**config.mk**
```make
export PLATFORM = sky130hd
export DESIGN_NAME = row_dispatcher
export DESIGN_NICKNAME = d
export VERILOG_FILES = /design/src/rtl/row_dispatcher.sv
export SDC_FILE = /design/constraint.sdc
export NUM_CORES = 1
export LEC_CHECK = 0
export CAP_MARGIN = 20
export CELL_PAD_IN_SITES_DETAIL_PLACEMENT = 0
export CELL_PAD_IN_SITES_GLOBAL_PLACEMENT = 2
export CORE_UTILIZATION = 30
export DETAILED_ROUTE_END_ITERATION = 10
export PLACE_DENSITY_LB_ADDON = 0.3
export SYNTH_ARGS = -nofsm -noshare
export SYNTH_HDL_FRONTEND = slang
export SYNTH_SLANG_ARGS = --single-unit
```
**constraint.sdc**
```tcl
create_clock -name solver_clk -period 3.1 [get_ports solver_clk]
set_input_delay 0.62 -clock solver_clk [delete_from_list [all_inputs] [get_ports solver_clk]]
set_output_delay 0.62 -clock solver_clk [all_outputs]
set_load 0.005 [all_outputs]
```
**src/rtl/row_dispatcher.sv**
```systemverilog
// row_dispatcher
//   Hands out the rows of one frame to an array of row solvers. Solvers ask
//   for work on start_request. The block answers with a one-cycle, one-hot
//   start_grant, chosen round-robin. In that same cycle it drives the shared
//   row broadcast bus. When every solver has come back idle after the last
//   row, it pulses frame_done.
//
// Ports
//   solver_clk      : block clock
//   reset_n         : asynchronous active-low reset
//   frame_start     : one-cycle frame start pulse (only accepted while idle)
//   x_reference     : left-edge real coordinate, latched at frame_start
//   x_step          : per-column real increment, latched at frame_start
//   y_top           : imaginary coordinate of row 0, latched at frame_start
//   y_step          : signed per-row imaginary increment, latched at frame_start
//   start_request   : per-solver "idle, give me a row" request
//   start_grant     : one-hot grant, high for a single cycle
//   row_x_reference : broadcast x reference (valid with a grant)
//   row_x_step      : broadcast x step (valid with a grant)
//   row_y           : broadcast y = y_top + row_y_idx*y_step (mod 2^FP_W)
//   row_y_idx       : broadcast row index
//   busy            : frame in progress
//   frame_done      : one-cycle frame completion pulse
module row_dispatcher #(
  parameter int NUM_SOLVERS = 4,
  parameter int NUM_ROWS    = 480,
  parameter int FP_W        = 27
) (
  input  logic                   solver_clk,
  input  logic                   reset_n,
  input  logic                   frame_start,
  input  logic [FP_W-1:0]        x_reference,
  input  logic [FP_W-1:0]        x_step,
  input  logic [FP_W-1:0]        y_top,
  input  logic [FP_W-1:0]        y_step,
  input  logic [NUM_SOLVERS-1:0] start_request,
  output logic [NUM_SOLVERS-1:0] start_grant,
  output logic [FP_W-1:0]        row_x_reference,
  output logic [FP_W-1:0]        row_x_step,
  output logic [FP_W-1:0]        row_y,
  output logic [8:0]             row_y_idx,
  output logic                   busy,
  output logic                   frame_done
);

  localparam int         PTR_W    = $clog2(NUM_SOLVERS);
  localparam logic [8:0] LAST_ROW = 9'(NUM_ROWS - 1);

  typedef enum logic [1:0] {IDLE, DISPATCH, DRAIN} state_t;

  state_t                   state_reg, state_next;
  logic [FP_W-1:0]          x_ref_lat_reg, x_step_lat_reg, y_step_lat_reg;
  logic [FP_W-1:0]          next_y_reg;
  logic [8:0]               row_cnt_reg;
  logic [PTR_W-1:0]         rr_ptr_reg;
  logic [NUM_SOLVERS-1:0]   pending_reg, pending_next;

  logic [NUM_SOLVERS-1:0]   eligible;
  logic [PTR_W-1:0]         winner;
  logic                     win_valid;
  logic [PTR_W:0]           scan_idx;
  logic                     all_idle;

  logic                     latch_frame, grant_fire, finish_frame;
  logic [NUM_SOLVERS-1:0]   grant_next;

  // Round-robin pick. The scan runs from the farthest offset back to
  // rr_ptr itself. That way the closest eligible index at or after the
  // pointer overwrites any earlier candidate and wins.
  always_comb begin
    eligible  = start_request & ~pending_reg;
    winner    = '0;
    win_valid = 1'b0;
    scan_idx  = '0;
    for (int k = NUM_SOLVERS - 1; k >= 0; k--) begin
      scan_idx = {1'b0, rr_ptr_reg} + (PTR_W + 1)'(k);
      if (scan_idx >= (PTR_W + 1)'(NUM_SOLVERS))
        scan_idx = scan_idx - (PTR_W + 1)'(NUM_SOLVERS);
      if (eligible[scan_idx[PTR_W-1:0]]) begin
        winner    = scan_idx[PTR_W-1:0];
        win_valid = 1'b1;
      end
    end
  end

  // A solver that never took a row has pending=0 and request=1, so it
  // already counts as idle here.
  assign all_idle = &(start_request & ~pending_reg);

  // ---------------- FSM: state register ----------------
  always_ff @(posedge solver_clk or negedge reset_n) begin
    if (!reset_n) state_reg <= IDLE;
    else          state_reg <= state_next;
  end

  // ---------------- FSM: next-state logic ----------------
  always_comb begin
    state_next = state_reg;
    case (state_reg)
      IDLE:     if (frame_start) state_next = DISPATCH;
      DISPATCH: if (win_valid && row_cnt_reg == LAST_ROW) state_next = DRAIN;
      DRAIN:    if (all_idle) state_next = IDLE;
      default:  state_next = IDLE;
    endcase
  end

  // ---------------- FSM: output decode ----------------
  always_comb begin
    latch_frame  = (state_reg == IDLE) && frame_start;
    grant_fire   = (state_reg == DISPATCH) && win_valid;
    finish_frame = (state_reg == DRAIN) && all_idle;
    grant_next   = grant_fire ? (NUM_SOLVERS'(1) << winner) : '0;
  end

  // A solver's request drop is registered, so its request is still high on
  // the cycle after its grant. The pending bit masks it until its request
  // is seen low.
  for (genvar gi = 0; gi < NUM_SOLVERS; gi++) begin : g_pending
    assign pending_next[gi] = grant_next[gi] | (pending_reg[gi] & start_request[gi]);
  end

  always_ff @(posedge solver_clk or negedge reset_n) begin
    if (!reset_n) pending_reg <= '0;
    else          pending_reg <= pending_next;
  end

  // ---------------- Frame datapath and broadcast registers ----------------
  always_ff @(posedge solver_clk or negedge reset_n) begin
    if (!reset_n) begin
      x_ref_lat_reg   <= '0;
      x_step_lat_reg  <= '0;
      y_step_lat_reg  <= '0;
      next_y_reg      <= '0;
      row_cnt_reg     <= '0;
      rr_ptr_reg      <= '0;
      start_grant     <= '0;
      row_x_reference <= '0;
      row_x_step      <= '0;
      row_y           <= '0;
      row_y_idx       <= '0;
      busy            <= 1'b0;
      frame_done      <= 1'b0;
    end else begin
      start_grant <= grant_next;
      frame_done  <= finish_frame;

      if (latch_frame) begin
        x_ref_lat_reg  <= x_reference;
        x_step_lat_reg <= x_step;
        y_step_lat_reg <= y_step;
        next_y_reg     <= y_top;
        row_cnt_reg    <= '0;
        busy           <= 1'b1;
      end

      if (grant_fire) begin
        row_y_idx       <= row_cnt_reg;
        row_y           <= next_y_reg;
        row_x_reference <= x_ref_lat_reg;
        row_x_step      <= x_step_lat_reg;
        next_y_reg      <= next_y_reg + y_step_lat_reg;
        row_cnt_reg     <= row_cnt_reg + 9'd1;
        rr_ptr_reg      <= (winner == PTR_W'(NUM_SOLVERS - 1)) ? '0 : winner + 1'b1;
      end

      if (finish_frame) busy <= 1'b0;
    end
  end

endmodule

```
Word-level counts from Yosys, hierarchy flattened. Cells that the tools add are included.

Bits in registers: 221. Input port bits: 115. Output and inout port bits: 96. Word-level logic and storage cells: 92.

Add/subtract/negate cells: 10. $lt $le $gt $ge: 8. Equal/unequal tests: 7. Shift operators: 1. Muxes and demuxes: 32. Bitwise operators: 10. Reductions and logical operators: 9.

Operator list (number): $mux W27 (2); $add A27 B27 Y27 (1); $mux W2 (12); $mux W9 (2); $lt A2 B3 Y1 const B (4); $mux W1 (10); $add A9 B1 Y9 const B (1); $eq A9 B9 Y1 const B (1); $ge A3 B3 Y1 const B (3); $bmux W1 S2 (4); $sub A2 B1 Y2 const B (4); $add A2 B2 Y3 const B (2); $ne A2 B2 Y1 const B (3); $pmux W2 S3 (1); $and A1 B1 Y1 (4); $and A4 B4 Y4 (1); $eq A2 B2 Y1 const B (2); $logic_and A1 B1 Y1 (4); $mux W4 (1); $not A4 Y4 (1); $or A1 B1 Y1 (4); $reduce_and A4 Y1 (1); $reduce_bool A2 Y1 (2); $shl A1 B2 Y4 const A (1); other kinds (6) (6).

Depth between registers and ports, before layout.
Depth after elaboration: 12. Depth in mapped cells: 10. Mapped depth without buffers: 10.

Worst setup path before layout. No wires, ideal clock.

Path type: reg-to-reg. Start point: register next_y_reg[0]. End point: register next_y_reg[20]. Library setup time: 0.137 ns. Data arrival time: 2.171 ns. Required time: 2.963 ns. Setup slack: 0.792 ns. Cell stages (with the launch flop): 11. Buffers on the path: 0. Period minus slack after synthesis: 2.308 ns. Cells stage by stage: dfrtp_1 ha_1 inv_1 fa_1 nand2b_1 a21oi_1 o21ai_0 o41a_1 o21ai_0 xnor2_1 a21oi_1.

Cells in the longest elaborated chain, start to end: 2.

Ends and longest elaborated chain: from (decl) (RTL line 53) `logic [FP_W-1:0] next_y_reg;`; from (signal assigned) (RTL line 151) `next_y_reg <= y_top;`; from (signal assigned) (RTL line 161) `next_y_reg <= next_y_reg + y_step_lat_reg;`; $add A27 B27 Y27 (RTL line 161); $mux W27 (RTL line 156) `if (grant_fire) begin`.

Every way passes these cells. A chain may end at the register's enable or synchronous reset.

Final worst setup path. Same ends and word-level chain as after synthesis.

==> impl_metrics.py <==
metrics = {
    "min_path": {
        "hold_class": "in -> async",
    },
    "global_routing": {
        "antenna_found_initial": 0,
        "gr-total-overflow": 0,
        "grt_pass1_vias": 8363,
        "grt_max_degree": 80,
        "grt_pass1_wl_um": 45400,
        "grt_usage_pct": 16.5,
    },
    "layout": {
        "drive_above_1_share_pct": 5.85,
        "fin_util_pct": 41.4,
        "fin_cells": 1867,
        "fillers": 3347,
        "syn_to_final_growth_pct": 36.3,
        "antenna_cells": 0,
        "nNetsFinal": 1547,
    },
    "pwr": {
        "p_switching_mw": 5.27,
        "ir_drop_v": 0.000463,
        "p_clk_share_pct": 23.0,
        "swShare_pct": 36.4,
        "cellLeakagePower_nw": 6.77,
        "p_int_mw": 9.20,
        "pwr-share-comb_pct": 43.0,
        "power_frac_seq_pct": 34.0,
        "p_per_area_nw_per_um2": 1040,
        "power_mw": 14.5,
    },
    "cts": {
        "cts_buffers": 26,
        "hold_buffers": 0,
        "cts_root_buffer": "clkbuf_16",
        "cts_max_path_buffers": 3,
        "clk-insertion-delay-late_ns": 0.54,
        "tritoncts": "built",
        "cts_resized": 0,
        "cts_max_level": 1,
        "post-cts-setup-buffer-count": 0,
        "path_clk_slew_ns": 0.06,
        "clock_sinks": 221,
    },
    "die": {
        "die_h_um": 186,
        "start_util_pct": 30.4,
        "fp.dieW_um": 186,
        "rows": 67,
        "fp.dieArea_um2": 34600,
        "pin_count": 211,
        "core_area_um2": 33400,
    },
    "drt": {
        "initialDrtViolationCount": 422,
        "drc": 0,
        "ant_nets": 0,
        "wl_um": 28400,
        "wl_per_cell_um": 15.2,
        "firstDrtPassIters": 4,
        "dr_total_vias": 8406,
        "routed_via_density": 4.50,
    },
    "sta": {
        "slew_headroom_pct": 54.7,
        "clock_skew_ns": 0.0108,
        "finalSetupViolations": 0,
        "fmax_mhz": 383,
        "tns_ns": 0,
        "post-route-period-util_pct": 84.2,
        "hold_viol": 0,
        "rsz0062_at_grt": "no",
        "worst_slew_pin_slew_ns": 0.679,
        "drv_slew": 0,
        "min_period_ns": 2.61,
        "finalWorstSetupSlack_ns": 0.489,
    },
    "placement": {
        "hpwl_um": 19700,
        "place_ws_ns": 0.205,
        "gp_congestion": 0.764,
        "post-place-cells": 1820,
        "numPortBuffers": 210,
    },
    "job": {
        "maxCapViolCount": 0,
    },
    "critical_path": {
        "cp_slowest_cell": "o41a_1",
        "worstReg2RegStart": "next_y_reg[0]",
        "setup.worst_path.end_class": "flop",
        "startpoint": "next_y_reg[0]",
        "critPathMaxStageDelay_ns": 0.42,
        "path_cells": "ha_1, inv_1, fa_1, nand2b_1, a21oi_1, o21ai_0, o41a_1, o21ai_0, xnor2_1, a21oi_1",
        "crit_type": "reg -> reg",
        "critPathLaunchType": "flop",
        "worstPathRequired_ns": 3.51,
        "cp_max_fo": 3,
        "worstPathArrival_ns": 3.02,
    },
    "logic_synthesis": {
        "muxShareOfSynthArea_pct": 0.296,
        "synth_top_family_by_area": "simple AND/OR/NAND/NOR gates",
        "ys_seq_area_share_pct": 54.4,
        "synth_compound_area_share_pct": 8.68,
        "syn_area_um2": 10200,
        "syn-instance-count": 1193,
        "synthFlopType": "dfrtp_1",
        "syn_area_per_cell_um2": 8.52,
        "synth-adder-area-share_pct": 4.01,
        "ys_ff_latch": 221,
        "ys_types": 57,
        "synth_warnings": 0,
        "async_flop_share_pct": 100,
        "synth-edff-count": 0,
        "synth_xor_area_share_pct": 1.47,
        "synth_nets": 1340,
        "synthSimpleGateAreaFrac_pct": 28.1,
    },
    "status": {
        "status": "finished, final reports clean",
    },
}
==> stage by stage <==
stage | hold slack [ns] | instance area [µm²]
CTS | 0.0855 | 13900
global placement | 0.444 | 12900
detailed placement | 0.449 | 12900
floorplan | 0.324 | 10200
finish | 0.0644 | 13900
global route | 0.108 | 13900
==> cells in the mapped netlist, types with 2 or more instances <==
library cell | number | area [µm²]
nand2b_1 | 8 | 50.1
o2111ai_1 | 2 | 17.5
o211ai_1 | 4 | 30.0
clkbuf_8 | 3 | 41.3
ha_1 | 31 | 388
xor2_1 | 10 | 87.6
o21bai_1 | 3 | 22.5
a21oi_1 | 36 | 180
nand2_1 | 599 | 2250
mux2i_1 | 3 | 30.0
nor2_1 | 42 | 158
nor4_1 | 3 | 18.8
nor2b_1 | 9 | 56.3
dfrtp_1 | 221 | 5530
nand4_1 | 2 | 12.5
o41ai_1 | 2 | 17.5
and3_1 | 9 | 56.3
buf_1 | 8 | 30.0
nand3_1 | 19 | 95.1
xnor2_1 | 7 | 61.3
or3_1 | 2 | 12.5
o21ai_0 | 37 | 185
a311oi_1 | 2 | 17.5
a211oi_1 | 2 | 15.0
nor3_1 | 9 | 45.0
buf_2 | 15 | 75.1
o221ai_1 | 3 | 26.3
a21boi_0 | 3 | 22.5
a31oi_1 | 14 | 87.6
and2_1 | 5 | 31.3
o31ai_1 | 4 | 30.0
clkbuf_1 | 31 | 116
a21o_1 | 12 | 90.1
inv_1 | 10 | 37.5
==> cells by family after synthesis <==
logic type,Yosys count
XOR/XNOR,17
multiplexers,3
flip-flops,221
AO/OA/AOI/OAI,136
adder cells (fa/ha/maj),32
buffers and inverters,68
AND/OR/NAND/NOR,716
==> cell type report <==
| type | count | area (µm²) | share of cell area (%) |
|---|---|---|---|
| Clock buffer | 36 | 748 | 5.40 |
| Clock inverter | 11 | 195 | 1.41 |
| Inverter | 10 | 37.5 | 0.271 |
| Multi-Input combinational cell | 904 | 4350 | 31.4 |
| Sequential cell | 221 | 5530 | 39.9 |
| Tap cell | 448 | 561 | 4.05 |
| Timing Repair Buffer | 237 | 2430 | 17.6 |
==> path summary, 6_finish.rpt <==
kind                                     end  slack [ns]  cells after the start
max reg2reg                   next_y_reg[20]        0.49                     10
min                                 row_y[3]        0.06                      1
max in group asynchronous  x_ref_lat_reg[17]        2.24                      2
min reg2reg                   row_x_step[24]        0.46                      2
max                           next_y_reg[20]        0.49                     10
min in group solver_clk       row_x_step[24]        0.46                      2
==> worst max-delay path: cells and delay by family (launching register included) <==
kind	cells	cell delay (ns)
AO/OA/AOI/OAI	5	1.16
XOR/XNOR	1	0.15
adder cells (fa/ha/maj)	2	0.57
buffers and inverters	1	0.06
flip-flops	1	0.36
AND/OR/NAND/NOR	1	0.19
==> power by group through the flow <==
stage	combinational, mW	clock [mW]	sequential [mW]
after detailed placement	6.27	0	4.97
after floorplan	3.78	0	4.82
after CTS	6.32	3.44	4.94
final	6.22	3.33	4.92
after global routing	7.08	3.55	5.10
after global placement	6.21	0	4.97
==> placed cells by master, fill, tap and decap left out, types with 5 or more instances in the layout <==
cell             Yosys  layout
bufinv_16            0       5
buf_4                0      17
xnor2_1              7       7
nor2_1              42      41
a31oi_1             14      14
nor3_1               9       9
nand2_1            599     598
a21oi_1             36      36
o21ai_0             37      37
ha_1                31      31
nor2b_1              9       9
xor2_1              10      10
buf_12               0      10
and3_1               9       9
clkbuf_16            0      26
nand2b_1             8       8
nand3_1             19      19
clkbuf_8             3       6
inv_1               10      10
a21o_1              12      12
clkdlybuf4s50_1      0     209
dfrtp_1            221     221
==> per-layer routing <==
layer	vias up	track usage, %	routed length (µm)	share of wire (%)
li1	4273	-	-	-
met1	3941	23.2	13800	49
met2	159	26.9	13000	46
met3	33	2.27	1050	3.7
met4	0	3.93	498	1.8
met5	-	0	0	0
Power figures use the tool's default switching activity.
